--- src/rtl/multi_channel_edge_sync.sv ---
// N-channel synchronizer with glitch filter, qualified edge pulses and a sticky
// pending/ack event handshake with overrun detection, all in the outclk domain.
module multi_channel_edge_sync #(
    parameter int N_CH        = 4,
    parameter int SYNC_STAGES = 2,
    parameter int FILTER_LEN  = 4,
    parameter int EDGE_MODE   = 0,
    parameter int RESET_LEVEL = 0
) (
    input  logic            outclk,
    input  logic            reset_n,
    input  logic [N_CH-1:0] async_in,
    input  logic [N_CH-1:0] evt_ack,
    input  logic            ovr_clr,
    output logic [N_CH-1:0] sync_level,
    output logic [N_CH-1:0] edge_pulse,
    output logic [N_CH-1:0] evt_pending,
    output logic [N_CH-1:0] evt_overrun
);

    localparam int   CW       = $clog2(FILTER_LEN + 1);
    localparam logic RST_LVL  = (RESET_LEVEL != 0);
    localparam logic [CW-1:0] CNT_LAST = CW'(FILTER_LEN - 1);

    genvar gi;
    generate
        for (gi = 0; gi < N_CH; gi++) begin : g_ch
            logic [SYNC_STAGES-1:0] sync_reg;
            logic [CW-1:0]          cnt_reg;
            logic                   level_reg;
            logic                   pulse_reg;
            logic                   pend_reg;
            logic                   ovr_reg;
            logic                   sq;
            logic                   accept;
            logic                   qual;

            assign sq     = sync_reg[SYNC_STAGES-1];
            assign accept = (sq != level_reg) && (cnt_reg == CNT_LAST);

            // qual marks the edge at which sync_level flips in a qualifying direction
            always_comb begin
                qual = 1'b0;
                case (EDGE_MODE)
                    0:       qual = accept &  sq;
                    1:       qual = accept & ~sq;
                    default: qual = accept;
                endcase
            end

            always_ff @(posedge outclk or negedge reset_n) begin
                if (!reset_n) begin
                    sync_reg  <= {SYNC_STAGES{RST_LVL}};
                    cnt_reg   <= '0;
                    level_reg <= RST_LVL;
                    pulse_reg <= 1'b0;
                    pend_reg  <= 1'b0;
                    ovr_reg   <= 1'b0;
                end else begin
                    sync_reg <= {sync_reg[SYNC_STAGES-2:0], async_in[gi]};
                    if (sq == level_reg) begin
                        cnt_reg <= '0;
                    end else if (accept) begin
                        level_reg <= sq;
                        cnt_reg   <= '0;
                    end else begin
                        cnt_reg <= cnt_reg + CW'(1);
                    end
                    pulse_reg <= qual;
                    // a new event keeps pending high even when acked in the same cycle
                    pend_reg  <= qual | (pend_reg & ~evt_ack[gi]);
                    ovr_reg   <= (qual & pend_reg & ~evt_ack[gi]) | (ovr_reg & ~ovr_clr);
                end
            end

            assign sync_level[gi]  = level_reg;
            assign edge_pulse[gi]  = pulse_reg;
            assign evt_pending[gi] = pend_reg;
            assign evt_overrun[gi] = ovr_reg;
        end
    endgenerate

endmodule

--- config.mk ---
export PLATFORM = sky130hd
export DESIGN_NAME = multi_channel_edge_sync
export DESIGN_NICKNAME = d
export VERILOG_FILES = /design/src/rtl/multi_channel_edge_sync.sv
export SDC_FILE = /design/constraint.sdc
export NUM_CORES = 1
export LEC_CHECK = 0
export BUFFER_PORTS_ARGS = -buffer_cell sky130_fd_sc_hd__buf_2
export CAP_MARGIN = 30
export CORE_ASPECT_RATIO = 2
export CORE_UTILIZATION = 55
export CTS_CLUSTER_DIAMETER = 100
export CTS_CLUSTER_SIZE = 40
export DETAILED_ROUTE_END_ITERATION = 12
export PLACE_DENSITY = 0.79
export RECOVER_POWER = 25
export SETUP_SLACK_MARGIN = 0.05
export SLEW_MARGIN = 20
export SYNTH_ARGS = -nofsm -noshare
export SYNTH_HDL_FRONTEND = slang
export SYNTH_SLANG_ARGS = --single-unit
--- constraint.sdc ---
create_clock -name outclk -period 1.7 [get_ports outclk]
set_input_delay 0 -clock outclk [delete_from_list [all_inputs] [get_ports outclk]]
set_output_delay 0 -clock outclk [all_outputs]
set_load 0.01 [all_outputs]
* After elaboration in Yosys (flattened, before gate mapping)
Index checks and enable logic that the tools add are counted.
** Word-level totals
- Output and inout port bits :: 16
- Bits of input ports :: 11
- Register bits :: 36
- Word-level logic and storage cells :: 93
** Cells by class
- Reductions and logical operators :: 8
- Eq/ne operators :: 12
- Muxes and demuxes :: 8
- Bitwise gates (word level) :: 37
- Add/sub/neg operators :: 4
** Operators with widths (count)
- 3-bit 2-to-1 mux :: 8
- 1-bit AND :: 20
- 3-bit by 1-bit adder with 3-bit output, second input constant :: 4
- 3-bit by 2-bit equality test with 1-bit output, second input constant :: 4
- 1-bit inverter :: 9
- 1-bit OR :: 8
- 2-bit AND reduction :: 4
- 1-bit equality test :: 4
- 1-bit logical AND :: 4
- 1-bit inequality test :: 4

* Depth between registers and ports, before layout
- Word-level depth :: 6
- Depth in mapped cells :: 3
- Mapped depth without buffers :: 3

* Least setup slack after synthesis
No wires, ideal clock.
- Kind :: register to register
- Start :: reg g_ch[2].cnt_reg[0]
- End :: reg g_ch[2].level_reg
- Buffers on the path :: 0
- Period minus slack after synthesis :: 1136 ps
- Arrival :: 1011 ps
- Data required time :: 1575 ps
- Setup time :: 125 ps
- Stages on the path, launching flop included :: 4
- Path slack :: 564 ps
- Cells stage by stage :: dfrtp_1 -> ha_1 -> nor2b_4 -> mux2_4
** On the way
- Cells in the longest elaborated chain, start to end :: 3
** Ends and longest elaborated chain
- start: declaration :: line 29 : logic [CW-1:0] cnt_reg;
- start signal: assignment :: line 67 : cnt_reg <= cnt_reg + CW'(1);
- 3-bit by 2-bit equality test with 1-bit output :: line 39 : assign accept = (sq != level_reg) && (cnt_reg == CNT_LAST);
- 1-bit logical AND :: line 39
- 2-bit AND reduction (no line)
- end signal: assignment :: line 64 : level_reg <= sq;
- end: declaration :: line 30 : logic level_reg;
Every way passes these cells.
A chain may end at the register's enable or synchronous reset.

* Final worst setup path
Same ends and word-level chain as after synthesis.

==> impl_metrics.py <==
metrics = {
    "status": {
        "outcome": "finished, final reports clean",
    },
    "timing": {
        "setup-tns-final_ns": 0,
        "layout_setup_ws_ns": 0.5138,
        "drv_slew": 0,
        "fin_crit_sh": 0.6978,
        "worst_pin_slew_ns": 0.7642,
        "period_needed_ns": 1.186,
        "fmax_mhz": 843.0,
        "rsz0062_at_grt": "false",
        "hold_violations": 0,
        "slew_headroom": 0.4905,
        "setup_viol": 0,
        "fin_skew_ns": 0.007157,
    },
    "cts": {
        "cts_sinks": 36,
        "cts_hold_buf": 7,
        "clock_latency_ns": 0.28,
        "clk_pin_slew_ns": 0.07,
        "cts_resized": 0,
        "root_buffer": "clkbuf_8",
        "numCtsBuffers": 5,
        "post_cts_buffers": 0,
        "cts_tree": "done",
        "clk_path_buf_depth": 2,
        "cts_max_level": 2,
    },
    "cells_and_area": {
        "multi_input_area_um2": 402.9,
        "layout.nets": 143,
        "regArea_um2": 900.9,
        "fin_area_um2": 1648,
        "fillerInstances": 191,
        "largest_register_ffs": 12,
        "area_delta_synth_final_pct": 13.34,
        "drive_gt1_frac": 0.2266,
        "antennaDiodeCount": 0,
    },
    "setup_path": {
        "critPathKind": "reg -> reg",
        "worstReg2RegEnd": "g_ch[2].level_reg",
        "crit_end": "g_ch[2].level_reg",
        "path_max_fanout": 3,
        "required_ns": 1.87,
        "r2r-start": "g_ch[2].cnt_reg[0]",
        "startpoint_type": "register",
        "crit_arrival_ns": 1.36,
        "endpoint_kind": "register",
        "cp-startpoint": "g_ch[2].cnt_reg[0]",
        "reg2reg_depth": 3,
        "reg2reg_slack_ns": 0.51,
    },
    "yosys": {
        "ys_ff_latch": 36,
        "yosysWarnings": 0,
        "synthFlopType": "dfrtp_1",
        "postSynthCellCount": 104,
        "async_flop_share": 1.000,
        "synth.lib_cells_used.distinct": 18,
        "synth_area_leader_cell": "dfrtp_1",
        "yosys.area_share.simple": 0.1575,
        "synth-edff-count": 0,
        "avgSynthCellArea_um2": 13.98,
        "ys_seq_area_frac": 0.6196,
        "yosysMostFrequentCell": "dfrtp_1",
        "synth.area.top_cells": "dfrtp_1 62%, buf_4 8.3%, nor2b_4 3.8%, ha_1 3.4%, mux2_4 3.1%",
        "synth_nets": 119,
        "synth_adder_area_share": 0.03442,
        "synth-compound-area-share": 0.01721,
        "synth_mux_area_frac": 0.03873,
        "synth_top_family_by_area": "simple AND/OR/NAND/NOR gates",
        "yosys.area_share.xor_xnor": 0.02926,
        "synthTopCellsByCount": "36 x dfrtp_1, 16 x buf_4, 8 x inv_1",
        "synth_top_area_frac": 0.6196,
        "syn_area_um2": 1454,
    },
    "drt": {
        "viasPerCell": 5.128,
        "num_vias": 800,
        "drt-total-wl_um": 2198,
        "drc": 0,
        "drt_first_pass_iters": 4,
        "ant_nets": 0,
        "drt_iter0_markers": 10,
        "wire_per_inst_um": 14.09,
    },
    "job": {
        "drv_cap": 0,
    },
    "global_routing": {
        "grt_pass1_vias": 801,
        "grt_first_pass_wirelength_um": 3525,
        "antenna_found_initial": 0,
        "track_usage": 0.1911,
        "grt_max_degree": 37,
        "gr-total-overflow": 0,
    },
    "place": {
        "place_ws_ns": 0.5252,
        "gp_congestion": 0.6658,
        "place_area_um2": 1499,
        "place_hpwl_um": 1440,
        "portBuffers": 26,
    },
    "floorplan": {
        "core_um2": 2537,
        "die_area_um2": 2866,
        "io_pins": 27,
        "die_x_um": 38.36,
        "core.rowCount": 26,
        "chipHeight_um": 74.71,
        "initial_utilization": 0.5730,
    },
    "worst_hold_path": {
        "hold_class": "in -> reg",
    },
    "pwr": {
        "power_leakage_nw": 0.8117,
        "ir_worst_vdd_v": 0.0007775,
        "p_per_area_nw_per_um2": 1380,
        "power_w": 0.002274,
    },
}
==> where the power goes <==
group / switching, W / internal [W]
clock network: 0.000271 / 0.000360
logic: 0.000230 / 0.000283
registers: 0.000117 / 0.00101
total: 0.000617 / 0.00166
==> critical path, stage by stage (launching register included) <==
cell     delay (ns)
dfrtp_1        0.37
ha_1           0.22
nor2b_4        0.19
mux2_4         0.31
==> layout by cell type, fill, tap and decap left out <==
| cell type | instances |
|---|---|
| nand2b_1 | 4 |
| buf_2 | 12 |
| dfrtp_1 | 36 |
| mux2_1 | 1 |
| nor3b_2 | 1 |
| xnor2_1 | 3 |
| clkbuf_1 | 14 |
| ha_1 | 4 |
| xnor2_2 | 1 |
| nor2b_1 | 1 |
| nor3_2 | 1 |
| nor2b_4 | 4 |
| mux2_4 | 3 |
| dlygate4sd3_1 | 7 |
| nor3_1 | 3 |
| nand4bb_1 | 4 |
| o22ai_1 | 4 |
| clkbuf_8 | 7 |
| nor3b_1 | 6 |
| nand2_1 | 4 |
| inv_1 | 8 |
==> metrics by stage <==
stage,utilization,hold slack [ns],std cells
finish,0.6494,0.01705,156
detailed placement,0.5907,0.1094,142
global placement,0.5907,0.09180,142
floorplan,-,-0.2956,104
CTS,0.6563,0.01401,156
global route,0.6494,0.02598,156
==> layout make-up <==
| cell class | count | share of cell area |
|---|---|---|
| clock buffer | 7 | 0.05847 |
| inverter | 8 | 0.01822 |
| multi-input combinational | 44 | 0.2445 |
| sequential | 36 | 0.5467 |
| tap | 28 | 0.02126 |
| timing repair buffer | 33 | 0.1109 |
==> how the worst min path moves through the flow <==
stage,startpoint,endpoint,slack [ns],cells after the start
final,evt_ack[3],g_ch[3].pend_reg,0.02,3
after CTS,evt_ack[3],g_ch[3].pend_reg,0.01,3
after floorplan,reset_n,g_ch[0].cnt_reg[0],-0.30,0
after detailed placement,reset_n,g_ch[0].level_reg,0.11,1
after global routing,evt_ack[1],g_ch[1].pend_reg,0.03,3
after global placement,reset_n,g_ch[0].level_reg,0.09,1
==> kinds of logic after synthesis <==
group / count (synthesis)
DFF: 36
muxes: 4
adders and majority gates: 4
buffers and inverters: 24
and+or+nand+nor: 28
xor gates and xnor gates: 4
AOI/OAI and AO/OA: 4
==> metal layers <==
metal	vias to the layer above	share of wire	global-route usage
li1	372	-	-
met1	395	0.38	0.1979
met2	26	0.53	0.3051
met3	7	0.056	0.07080
met4	0	0.035	0.1379
met5	-	0	0
Note: power is estimated with default switching activity, not from simulation.
